$ cat src/rtl/bf_pkg.sv
`default_nettype none
// ============================================================================
//  Module      : bf_pkg
//  Description : Shared opcodes and controller state encoding for bf_core.
//  Revision    : 1.0 - initial release
// ============================================================================
package bf_pkg;

    localparam logic [7:0] OP_INC   = 8'h2B;
    localparam logic [7:0] OP_DEC   = 8'h2D;
    localparam logic [7:0] OP_RIGHT = 8'h3E;
    localparam logic [7:0] OP_LEFT  = 8'h3C;
    localparam logic [7:0] OP_JZ    = 8'h5B;
    localparam logic [7:0] OP_JNZ   = 8'h5D;
    localparam logic [7:0] OP_OUT   = 8'h2E;
    localparam logic [7:0] OP_IN    = 8'h2C;
    localparam logic [7:0] OP_HALT  = 8'h00;

    typedef enum logic [2:0] {
        FETCH     = 3'd0,
        DECODE    = 3'd1,
        SCAN_FWD  = 3'd2,
        SCAN_BACK = 3'd3,
        HALT      = 3'd4
    } bf_state_e;

endpackage
`default_nettype wire

$ cat src/rtl/bf_core.sv
`default_nettype none
// ============================================================================
//  Module      : bf_core
//  Description : Brainfuck interpreter core. One instruction byte per step
//                from a synchronous code ROM, cells in a synchronous RAM,
//                character I/O over a valid/ready style RX/TX pair.
//  Revision    : 1.0 - initial release
// ============================================================================
module bf_core
    import bf_pkg::*;
#(
    parameter int CODE_ADDR_W  = 5,
    parameter int ARRAY_ADDR_W = 5
) (
    input  logic                    clk,
    input  logic                    reset,
    input  logic [7:0]              code_in,
    output logic [CODE_ADDR_W-1:0]  addr_code,
    input  logic [7:0]              data_in,
    output logic [ARRAY_ADDR_W-1:0] addr_array,
    output logic                    done,
    output logic [7:0]              data_out,
    output logic                    write_rq,
    input  logic                    rx_valid,
    input  logic [7:0]              rx_data,
    output logic                    tx_valid,
    output logic [7:0]              tx_data,
    input  logic                    tx_ready
);

    localparam int DEPTH_W = CODE_ADDR_W + 1;

    bf_state_e                 r_state_q,      w_state_d;
    // Scan direction pending for the next fetch; FETCH means "not scanning",
    // which lets the scanner reuse the normal fetch cycle.
    bf_state_e                 r_scan_q,       w_scan_d;
    logic [CODE_ADDR_W-1:0]    r_addr_code_q,  w_addr_code_d;
    logic [ARRAY_ADDR_W-1:0]   r_addr_array_q, w_addr_array_d;
    logic [DEPTH_W-1:0]        r_depth_q,      w_depth_d;
    logic                      r_done_q,       w_done_d;
    logic                      r_write_rq_q,   w_write_rq_d;
    logic [7:0]                r_data_out_q,   w_data_out_d;
    logic                      r_tx_valid_q,   w_tx_valid_d;
    logic [7:0]                r_tx_data_q,    w_tx_data_d;

    logic                      w_fwd;
    logic [7:0]                w_open_op;
    logic [7:0]                w_close_op;
    logic [CODE_ADDR_W-1:0]    w_scan_step;

    // Bracket roles flip with scan direction so one datapath serves both.
    always_comb begin
        w_fwd       = (r_state_q == SCAN_FWD);
        w_open_op   = w_fwd ? OP_JZ  : OP_JNZ;
        w_close_op  = w_fwd ? OP_JNZ : OP_JZ;
        w_scan_step = w_fwd ? r_addr_code_q + CODE_ADDR_W'(1)
                            : r_addr_code_q - CODE_ADDR_W'(1);
    end

    // Next-state and registered-output computation for the controller.
    always_comb begin
        w_state_d      = r_state_q;
        w_scan_d       = r_scan_q;
        w_addr_code_d  = r_addr_code_q;
        w_addr_array_d = r_addr_array_q;
        w_depth_d      = r_depth_q;
        w_done_d       = r_done_q;
        w_write_rq_d   = 1'b0;
        w_data_out_d   = r_data_out_q;
        w_tx_valid_d   = 1'b0;
        w_tx_data_d    = r_tx_data_q;

        case (r_state_q)
            FETCH: begin
                w_state_d = (r_scan_q == FETCH) ? DECODE : r_scan_q;
            end

            DECODE: begin
                w_state_d     = FETCH;
                w_addr_code_d = r_addr_code_q + CODE_ADDR_W'(1);
                case (code_in)
                    OP_INC: begin
                        w_write_rq_d = 1'b1;
                        w_data_out_d = data_in + 8'd1;
                    end
                    OP_DEC: begin
                        w_write_rq_d = 1'b1;
                        w_data_out_d = data_in - 8'd1;
                    end
                    OP_RIGHT: w_addr_array_d = r_addr_array_q + ARRAY_ADDR_W'(1);
                    OP_LEFT:  w_addr_array_d = r_addr_array_q - ARRAY_ADDR_W'(1);
                    OP_OUT: begin
                        if (tx_ready) begin
                            w_tx_valid_d = 1'b1;
                            w_tx_data_d  = data_in;
                        end else begin
                            w_state_d     = DECODE;
                            w_addr_code_d = r_addr_code_q;
                        end
                    end
                    OP_IN: begin
                        if (rx_valid) begin
                            w_write_rq_d = 1'b1;
                            w_data_out_d = rx_data;
                        end else begin
                            w_state_d     = DECODE;
                            w_addr_code_d = r_addr_code_q;
                        end
                    end
                    OP_JZ: begin
                        if (data_in == 8'd0) begin
                            w_depth_d = DEPTH_W'(1);
                            w_scan_d  = SCAN_FWD;
                        end
                    end
                    OP_JNZ: begin
                        if (data_in != 8'd0) begin
                            w_depth_d     = DEPTH_W'(1);
                            w_scan_d      = SCAN_BACK;
                            w_addr_code_d = r_addr_code_q - CODE_ADDR_W'(1);
                        end
                    end
                    OP_HALT: begin
                        w_state_d     = HALT;
                        w_done_d      = 1'b1;
                        w_addr_code_d = r_addr_code_q;
                    end
                    default: ;
                endcase
            end

            SCAN_FWD, SCAN_BACK: begin
                w_state_d     = FETCH;
                w_addr_code_d = w_scan_step;
                if (code_in == OP_HALT) begin
                    w_state_d     = HALT;
                    w_done_d      = 1'b1;
                    w_scan_d      = FETCH;
                    w_addr_code_d = r_addr_code_q;
                end else if (code_in == w_close_op) begin
                    w_depth_d = r_depth_q - DEPTH_W'(1);
                    if (r_depth_q == DEPTH_W'(1)) begin
                        // Matching bracket found: resume just past it.
                        w_scan_d      = FETCH;
                        w_addr_code_d = r_addr_code_q + CODE_ADDR_W'(1);
                    end
                end else if (code_in == w_open_op) begin
                    w_depth_d = r_depth_q + DEPTH_W'(1);
                end
            end

            HALT: begin
                w_state_d = HALT;
                w_done_d  = 1'b1;
            end

            default: w_state_d = FETCH;
        endcase
    end

    // Controller registers with synchronous reset.
    always_ff @(posedge clk) begin
        if (reset) begin
            r_state_q      <= FETCH;
            r_scan_q       <= FETCH;
            r_addr_code_q  <= '0;
            r_addr_array_q <= '0;
            r_depth_q      <= '0;
            r_done_q       <= 1'b0;
            r_write_rq_q   <= 1'b0;
            r_data_out_q   <= 8'd0;
            r_tx_valid_q   <= 1'b0;
            r_tx_data_q    <= 8'd0;
        end else begin
            r_state_q      <= w_state_d;
            r_scan_q       <= w_scan_d;
            r_addr_code_q  <= w_addr_code_d;
            r_addr_array_q <= w_addr_array_d;
            r_depth_q      <= w_depth_d;
            r_done_q       <= w_done_d;
            r_write_rq_q   <= w_write_rq_d;
            r_data_out_q   <= w_data_out_d;
            r_tx_valid_q   <= w_tx_valid_d;
            r_tx_data_q    <= w_tx_data_d;
        end
    end

    assign addr_code  = r_addr_code_q;
    assign addr_array = r_addr_array_q;
    assign done       = r_done_q;
    assign write_rq   = r_write_rq_q;
    assign data_out   = r_data_out_q;
    assign tx_valid   = r_tx_valid_q;
    assign tx_data    = r_tx_data_q;

endmodule
`default_nettype wire

$ cat config.mk
export PLATFORM = sky130hd
export DESIGN_NAME = bf_core
export DESIGN_NICKNAME = d
export VERILOG_FILES = /design/src/rtl/bf_pkg.sv /design/src/rtl/bf_core.sv
export SDC_FILE = /design/constraint.sdc
export NUM_CORES = 1
export LEC_CHECK = 0
export CAP_MARGIN = 20
export CORE_MARGIN = 1.5
export CORE_UTILIZATION = 51
export DETAILED_ROUTE_END_ITERATION = 10
export GPL_ROUTABILITY_DRIVEN = 0
export GPL_TIMING_DRIVEN = 0
export PLACE_DENSITY = 0.79
export SKIP_CTS_REPAIR_TIMING = 1
export SLEW_MARGIN = 10
export SYNTH_ARGS = -nofsm -noshare
export SYNTH_HDL_FRONTEND = slang
export SYNTH_SLANG_ARGS = --single-unit
$ cat constraint.sdc
create_clock -name clk -period 3.6 [get_ports clk]
set_input_delay 0.72 -clock clk [delete_from_list [all_inputs] [get_ports clk]]
set_output_delay 0.72 -clock clk [all_outputs]
set_load 0.02 [all_outputs]
==> out/metrics.yaml, run 1 <==
route:
  num_vias: 2556
  ant_nets: 0
  drc: 0
  wl_per_cell_um: 14.8
  totalWireLength_mm: 6.45
  drt-initial-drc-count: 173
  routed_via_density: 5.85
  drt_pass1_iterations: 4
setup_path:
  start_kind: "input pin"
  critPathMaxFanout: 7
  critical_path_class: "input pin to flip-flop"
  critPathArrivalTime_ns: 3.58
  end_kind: "flip-flop"
  cp.required_ns: 3.79
logic_synthesis:
  synth_warnings: 0
  syn_area_sq_um: 2520
  synthArstFlopShare_pct: 0
  ys_types: 56
  synth_top_area_share_pct: 31.8
  ys_seq_area_share_pct: 31.8
  synth-edff-count: 0
  post-synth-top-count-cell: "nor2_1"
  avgSynthCellArea_sq_um: 8.20
  ys.flop_type: "dfxtp_1"
  synth_area_leader_cell: "dfxtp_1"
  syn_inst: 307
  ys_ff_latch: 40
  syn_nets: 345
  synth_commonest_cells: "nor2_1, dfxtp_1, nand2_1, mux2i_1, a21oi_1"
  ys_top_cells_by_area: "dfxtp_1, mux2i_1, nor2_1"
floorplan:
  die_h_um: 73.3
  start_util_pct: 53.0
  core_sq_um: 4750
  fp-row-count: 25
  die_area_sq_um: 5370
  ios: 57
  dieWidth_um: 73.3
placed_design:
  hpwl_mm: 4.61
  io_buffers: 50
  place_inst: 424
  placed_area_sq_um: 3100
cts:
  cts_tree: "built"
  clock_tree.buffer_depth: 2
  path_clk_slew_ns: 0.08
  numCtsBuffers: 5
  cts-root-buf: "clkbuf_8"
  clock_sinks: 40
  clk_latency_ns: 0.30
  cts-htree-levels: 2
timing:
  worst_pin_slew_ns: 0.899
  relSlewSlack_pct: 39.6
  period_minus_slack_ns: 3.39
  finalCritPeriodShare_pct: 94.2
  hold_slack_ns: 0.461
  setup_viol: 0
  rsz0062_at_grt: "false"
  hold_viol: 0
  drv_slew: 0
  max_freq_ghz: 0.295
  skew_ns: 0.00835
outcome:
  status: "finished clean"
layout:
  stdcell_area_sq_um: 3250
  final_layout_size_suffix_gt1_share_pct: 8.11
  utilization_pct: 68.3
  layout.nets: 407
  final_cells: 437
  antennaDiodeCount: 0
  syn_to_final_growth_pct: 29.0
global_routing:
  grtUsageTotal_pct: 24.5
  antenna_found_initial: 0
  grt_pass1_vias: 2297
  grt_max_degree: 13
  grt_remaining_overflow: 0
  grt_first_pass_wirelength_mm: 10.5
power_and_ir_drop:
  ir_worst_vdd_v: 0.000187
  finalPower_uw: 944
  p_per_area_nw_per_um2: 291
  power_leakage_nw: 1.28
run:
  drv_cap: 0
worst_hold_path:
  hold_class: "flip-flop to flip-flop"
-- cell families (layout without fill, tap and decap cells) --
group | after synthesis | count (layout) | synth area share [%]
flops | 40 | 40 | 31.8
mux | 23 | 23 | 9.39
buf+inv | 25 | 88 | 4.47
xor+xnor | 15 | 15 | 5.22
compound gates | 53 | 53 | 14.3
fa+ha+maj | 10 | 10 | 5.27
simple gates | 141 | 141 | 29.6
-- where the power goes --
| part | internal, mW | switching (mW) | total, mW | leakage [nW] |
|---|---|---|---|---|
| sequential | 0.446 | 0.00489 | 0.450 | 0.323 |
| clock | 0.206 | 0.169 | 0.375 | 0.0552 |
| combinational | 0.0530 | 0.0652 | 0.118 | 0.899 |
| total | 0.705 | 0.239 | 0.944 | 1.28 |
-- path summary, 6_finish.rpt --
| path | start | slack, ns | cells past startpoint | to |
|---|---|---|---|---|
| hold reg to reg | data_out[0]$_SDFFE_PP0P_ | 0.46 | 2 | data_out[0]$_SDFFE_PP0P_ |
| setup / recovery | code_in[5] | 0.21 | 10 | data_out[6]$_SDFFE_PP0P_ |
| hold / removal | data_out[0]$_SDFFE_PP0P_ | 0.46 | 2 | data_out[0]$_SDFFE_PP0P_ |
| setup reg to reg | r_state_q[2]$_SDFF_PP0_ | 1.22 | 6 | addr_array[4]$_SDFFE_PP0P_ |
-- cell type report --
| cell class | instances | area, sq um |
|---|---|---|
| fillers | 417 | 1510 |
| flip-flops and latches | 40 | 801 |
| clock buffers | 6 | 72.6 |
| well taps | 67 | 83.8 |
| plain buffers | 17 | 82.6 |
| clock inverters | 2 | 35.0 |
| repair buffers | 55 | 538 |
| multi-input cells | 242 | 1610 |
| inverters | 8 | 30.0 |
-- per-layer routing --
layer  track usage [%]  share of wire, %  vias to the layer above
li1                  -                 -                     1236
met1              33.0                46                     1195
met2              39.2                46                      108
met3              5.35               6.8                       17
met4              7.76               1.8                        0
met5                 0                 0                        -
-- flip-flops by register name, summed over array words and instances, names as in the netlist --
| signal | count |
|---|---|
| tx_valid | 1 |
| addr_code | 5 |
| r_state_q | 3 |
| r_depth_q | 6 |
| addr_array | 5 |
| done | 1 |
| data_out | 8 |
| tx_data | 8 |
| r_scan_q | 2 |
| write_rq | 1 |
-- stage by stage --
stage / setup WS [ns] / setup TNS, ns
after global placement: -0.212 / -0.212
after floorplan: 0.466 / 0
after detailed placement: -0.255 / -0.255
final: 0.208 / 0
after global routing: 0.103 / 0
after CTS: 0.0580 / 0
-- critical path, cell delays in order --
cell and delay (ns):
clkdlybuf4s50_1 0.57, or4b_1 0.58, nor3_4 0.30, xor2_1 0.11, ha_1 0.27, or4_1 0.50
mux2i_1 0.16, a22oi_1 0.11, o2111ai_1 0.21, nand2_1 0.06
-- layout by cell type, fill, tap and decap left out, types with 4 or more instances in the layout --
cell type | netlist | layout
nor2_1 | 48 | 48
xnor2_1 | 10 | 10
buf_4 | 0 | 5
ha_1 | 9 | 9
o211ai_1 | 4 | 4
xor2_1 | 5 | 5
mux2i_1 | 18 | 18
a21o_1 | 5 | 5
clkbuf_8 | 0 | 5
inv_1 | 8 | 8
a21oi_1 | 14 | 14
or3_1 | 5 | 5
nor4_1 | 7 | 7
dfxtp_1 | 40 | 40
nor3_1 | 8 | 8
clkdlybuf4s50_1 | 0 | 50
nand4_1 | 9 | 9
clkbuf_1 | 12 | 13
nand2_1 | 22 | 22
nand3_1 | 11 | 11
and3_1 | 4 | 4
o21ai_0 | 6 | 6
Power figures use the tool's default switching activity.
==> run 2, diff against run 1 <==
--- a/config.mk
+++ b/config.mk
@@ -6,7 +6,7 @@
 export NUM_CORES = 1
 export LEC_CHECK = 0
 export CAP_MARGIN = 20
-export CORE_MARGIN = 1.5
+export CORE_MARGIN = 3
 export CORE_UTILIZATION = 51
 export DETAILED_ROUTE_END_ITERATION = 10
 export GPL_ROUTABILITY_DRIVEN = 0
==> run 2 against run 1 <==
Effect of this change: critical path depth unchanged; register-to-register slack hardly changed; critical endpoint unchanged; flip-flop and latch count unchanged; highest routed layer unchanged; sequential share of layout area is 0.066 points lower; count of clock-buffer cells in the layout grew 1; critical path type unchanged; largest power group unchanged.
==> out/metrics.yaml, run 2 (same netlist as run 1, synthesis figures left out) <==
setup_path:
  end_kind: "flip-flop"
  critPathArrivalTime_ns: 3.58  # about the same
  start_kind: "input pin"
  ff2ff_path_depth: 7  # +1
  critical_path_class: "input pin to flip-flop"
  critPathMaxFanout: 7  # unchanged
  cp.required_ns: 3.79  # about the same
  rr_startpoint: "r_state_q[2]$_SDFF_PP0_"
  startpoint: "code_in[4]"
global_routing:
  grt_remaining_overflow: 0  # unchanged
  met3_usage_pct: 5.32  # -0.031 points
  use_met2_pct: 34.0  # -5.2 points
  grt_max_degree: 13  # unchanged
  antenna_found_initial: 0  # unchanged
  grt_pass1_vias: 2260  # -1.6%
  busiest_layer: "met2"
  grtUsageTotal_pct: 22.1  # -2.4 points
  grt_first_pass_wirelength_mm: 10.7  # +1.9%
  use_met1_pct: 30.9  # -2.0 points
placed_design:
  io_buffers: 50  # unchanged
  placed_area_sq_um: 3100  # about the same
  dpl_worst_slack_ns: -0.274  # -0.0188 ns
  place_inst: 422  # -0.47%
  hpwl_mm: 4.64  # +0.76%
timing:
  relSlewSlack_pct: 41.0  # +1.4 points
  skew_ns: 0.0114  # +0.00304 ns
  finalCritPeriodShare_pct: 94.3  # +0.10 points
  worst_slack_ns: 0.204  # -0.00371 ns
  setup_viol: 0  # unchanged
  drv_slew: 0  # unchanged
  period_minus_slack_ns: 3.40  # +0.00371 ns
  worst_pin_slew_ns: 0.877  # -0.0217 ns
  max_freq_ghz: 0.294  # -0.11%
  rsz0062_at_grt: "false"
  hold_viol: 0  # unchanged
power_and_ir_drop:
  p_per_area_nw_per_um2: 300  # +3.3%
  power_leakage_nw: 1.28  # +0.30%
  ir_worst_vdd_v: 0.000205  # +9.3%
layout:
  final_layout_size_suffix_gt1_share_pct: 8.13  # +0.022 points
  stdcell_area_sq_um: 3260  # +0.27%
  syn_to_final_growth_pct: 29.3
  utilization_pct: 71.4  # +3.0 points
  mostFrequentLayoutCell: "clkdlybuf4s50_1"
  final_cell_mix: "clkdlybuf4s50_1, nor2_1, dfxtp_1"
  layout.nets: 406  # -0.25%
  antennaDiodeCount: 0  # unchanged
  fillCellCount: 397  # -4.8%
  final_cells: 434  # -0.69%
route:
  drt_pass1_iterations: 4  # unchanged
  drc: 0  # unchanged
  wl_per_cell_um: 14.6  # -1.3%
  routed_via_density: 5.68  # -2.9%
  totalWireLength_mm: 6.33  # -1.9%
  ant_nets: 0  # unchanged
  drt-initial-drc-count: 142  # -18%
  num_vias: 2465  # -3.6%
cts:
  clock_sinks: 40  # unchanged
  numCtsBuffers: 5  # unchanged
  cts-htree-levels: 2  # unchanged
  clock_tree.buffer_depth: 2  # unchanged
  path_clk_slew_ns: 0.08  # about the same
  clk_latency_ns: 0.30  # about the same
  cts_tree: "built"
  cts-root-buf: "clkbuf_8"
floorplan:
  fp-row-count: 24  # -4.0%
  dieWidth_um: 76.3  # +4.1%
  start_util_pct: 55.2  # +2.2 points
  ios: 57  # unchanged
  core_sq_um: 4560  # -4.0%
  die_area_sq_um: 5820  # +8.4%
  die_h_um: 76.3  # +4.1%
worst_hold_path:
  hold_class: "flip-flop to flip-flop"
  whs_path_depth: 2  # unchanged
  min_from: "data_out[3]$_SDFFE_PP0P_"
outcome:
  status: "finished clean"
run:
  drv_cap: 0  # unchanged
-- run 2: layout make-up --
class,count,area [sq um],share of cell area (%)
multi-input combinational,242,1610,49.3
sequential,40,801,24.6
timing repair buffer,54,531,16.3
clock buffer,7,96.3,2.96
buffer,17,82.6,2.54
tap,65,81.3,2.50
clock inverter,1,30.0,0.922
inverter,8,30.0,0.922
-- run 2: stage by stage --
step	TNS [ns]	hold slack, ns	total power [mW]
floorplan	0	0.443	0.524
global placement	-0.225	0.436	0.575
detailed placement	-0.274	0.449	0.578
CTS	0	0.461	0.981
global route	0	0.472	1.02
finish	0	0.464	0.977
-- run 2: worst max-delay path, cell delays in order --
cell and delay (ns):
clkdlybuf4s50_1 0.51, or4b_1 0.67, nor3_4 0.30, xor2_1 0.12, ha_1 0.27, or4_1 0.48
mux2i_1 0.14, a22oi_1 0.12, o2111ai_1 0.20, nand2_1 0.06
-- run 2: power by group --
part	total (mW)	switching, mW	internal (mW)
Clock	0.408	0.163	0.245
Combinational	0.119	0.0660	0.0532
Sequential	0.451	0.00503	0.446
Total	0.977	0.234	0.744
-- run 2: path summary, 6_finish.rpt --
path / end / slack, ns
hold / removal: data_out[3]$_SDFFE_PP0P_ / 0.46
setup / recovery: data_out[6]$_SDFFE_PP0P_ / 0.20
hold reg to reg: data_out[3]$_SDFFE_PP0P_ / 0.46
setup reg to reg: addr_code[4]$_SDFFE_PP0P_ / 1.21
-- run 2: layer usage --
metal | vias up | wire, um
met5 | - | 0
li1 | 1240 | -
met2 | 71 | 2870
met1 | 1150 | 3130
met3 | 4 | 296
met4 | 0 | 32
==> run 3, diff against run 2 <==
--- a/config.mk
+++ b/config.mk
@@ -10,8 +10,8 @@
 export CORE_UTILIZATION = 51
 export DETAILED_ROUTE_END_ITERATION = 10
 export GPL_ROUTABILITY_DRIVEN = 0
-export GPL_TIMING_DRIVEN = 0
-export PLACE_DENSITY = 0.79
+export GPL_TIMING_DRIVEN = 1
+export PLACE_DENSITY = 0.81
 export SKIP_CTS_REPAIR_TIMING = 1
 export SLEW_MARGIN = 10
 export SYNTH_ARGS = -nofsm -noshare
==> run 3 against run 2 <==
Effect of this change: critical path type unchanged; core utilization grew 2.9 points; combinational power grew 9%; setup slack gained 0.23 ns; highest routed layer unchanged; via count grew 1.5%; register-to-register slack gained 0.17 ns; clock skew shrank 0.00086 ns; sequential share of layout area shrank 0.94 points; largest cell class unchanged; cell area grew 4.0%; sequential power is essentially flat.
==> out/metrics.yaml, run 3 (same netlist as run 1, synthesis figures left out) <==
outcome:
  status: "finished clean"
placed_design:
  hpwl_mm: 4.79  # +3.2%
  placed_area_sq_um: 3230  # +4.1%
  place_inst: 431  # +2.1%
  io_buffers: 56  # +12%
route:
  totalWireLength_mm: 6.50  # +2.8%
  routed_via_density: 5.70  # +0.30%
  num_vias: 2501  # +1.5%
  wl_per_cell_um: 14.8  # +1.6%
  ant_nets: 0  # unchanged
  drc: 0  # unchanged
  drt_pass1_iterations: 5  # +1
  drt-initial-drc-count: 237  # +67%
setup_path:
  critical_path_class: "input pin to flip-flop"
  critPathMaxFanout: 5  # -2
  cp.required_ns: 3.79  # about the same
  critPathArrivalTime_ns: 3.36  # -0.22 ns
  end_kind: "flip-flop"
  start_kind: "input pin"
power_and_ir_drop:
  power_leakage_nw: 1.36  # +5.9%
  ir_worst_vdd_v: 0.000304  # +49%
  p_per_area_nw_per_um2: 323  # +7.6%
layout:
  final_cell_mix: "clkdlybuf4s50_1, nor2_1, dfxtp_1"
  mostFrequentLayoutCell: "clkdlybuf4s50_1"
  final_layout_size_suffix_gt1_share_pct: 11.0  # +2.8 points
  final_cells: 439  # +1.2%
  syn_to_final_growth_pct: 34.5
  antennaDiodeCount: 0  # unchanged
  utilization_pct: 74.2  # +2.9 points
  layout.nets: 411  # +1.2%
  stdcell_area_sq_um: 3390  # +4.0%
  fillCellCount: 386  # -2.8%
timing:
  finalCritPeriodShare_pct: 88.0  # -6.3 points
  max_freq_ghz: 0.316  # +7.2%
  period_minus_slack_ns: 3.17  # -0.228 ns
  worst_pin_slew_ns: 0.824  # -0.0531 ns
  skew_ns: 0.0105  # -0.000858 ns
  hold_viol: 0  # unchanged
  fin_setup_tns_ns: 0  # unchanged
  relSlewSlack_pct: 44.6  # +3.6 points
  setup_viol: 0  # unchanged
  drv_slew: 0  # unchanged
  rsz0062_at_grt: "false"
floorplan:
  fp-row-count: 24  # unchanged
  core_sq_um: 4560  # unchanged
  die_h_um: 76.3  # unchanged
  die_area_sq_um: 5820  # unchanged
  dieWidth_um: 76.3  # unchanged
  start_util_pct: 55.2  # unchanged
  ios: 57  # unchanged
cts:
  clock_tree.buffer_depth: 2  # unchanged
  cts-root-buf: "clkbuf_8"
  cts-htree-levels: 2  # unchanged
  clock_sinks: 40  # unchanged
  numCtsBuffers: 5  # unchanged
  clk_latency_ns: 0.30  # about the same
  path_clk_slew_ns: 0.08  # about the same
  cts_tree: "built"
global_routing:
  grt_first_pass_wirelength_mm: 10.8  # +1.5%
  grtUsageTotal_pct: 22.2  # +0.094 points
  grt_pass1_vias: 2331  # +3.1%
  grt_remaining_overflow: 0  # unchanged
  antenna_found_initial: 0  # unchanged
  grt_max_degree: 35  # +22
worst_hold_path:
  hold_class: "flip-flop to flip-flop"
run:
  drv_cap: 0  # unchanged
-- run 3: worst max-delay path, cell delays in order --
cell             delay (ns)
clkdlybuf4s50_1        0.48
or4b_1                 0.66
nor3_4                 0.23
xor2_1                 0.10
ha_1                   0.20
or4_1                  0.47
mux2i_1                0.14
a22oi_1                0.10
o2111ai_1              0.19
nand2_1                0.06
-- run 3: area by class of cell --
type	instances	area, sq um	area share, %
multi-input cells	242	1610	47.4
flip-flops and latches	40	801	23.6
repair buffers	76	711	21.0
clock inverters	3	90.1	2.66
well taps	65	81.3	2.40
clock buffers	5	68.8	2.03
inverters	8	30.0	0.887
-- run 3: through the flow --
stage | total power, mW | worst slack, ns | hold WS, ns
2_1_floorplan | 0.524 | 0.466 | 0.443
3_3_place_gp | 0.586 | 0.203 | 0.435
3_5_place_dp | 0.588 | 0.143 | 0.447
4_1_cts | 1.10 | 0.449 | 0.458
5_1_grt | 1.13 | 0.300 | 0.477
6_report | 1.09 | 0.432 | 0.459
-- run 3: power by group --
part           leakage [nW]  switching (mW)  internal [mW]  total (mW)
registers             0.323         0.00509          0.446       0.451
logic                 0.956          0.0657         0.0638       0.130
clock network        0.0784           0.166          0.347       0.513
-- run 3: per-layer routing --
metal,vias up,share of wire [%],track usage [%]
met5,-,0,0
met3,6,5.3,4.73
met2,82,49,37.2
met1,1172,45,28.4
met4,0,1.0,7.25
li1,1241,-,-
-- run 3: worst paths after layout --
kind                                                from                   endpoint  slack, ns  cells past startpoint
worst max register to register   r_state_q[2]$_SDFF_PP0_  addr_code[3]$_SDFFE_PP0P_       1.38                      6
worst min-delay path            data_out[3]$_SDFFE_PP0P_   data_out[3]$_SDFFE_PP0P_       0.46                      2
worst max-delay path                          code_in[7]   data_out[6]$_SDFFE_PP0P_       0.43                     10
worst min register to register  data_out[3]$_SDFFE_PP0P_   data_out[3]$_SDFFE_PP0P_       0.46                      2
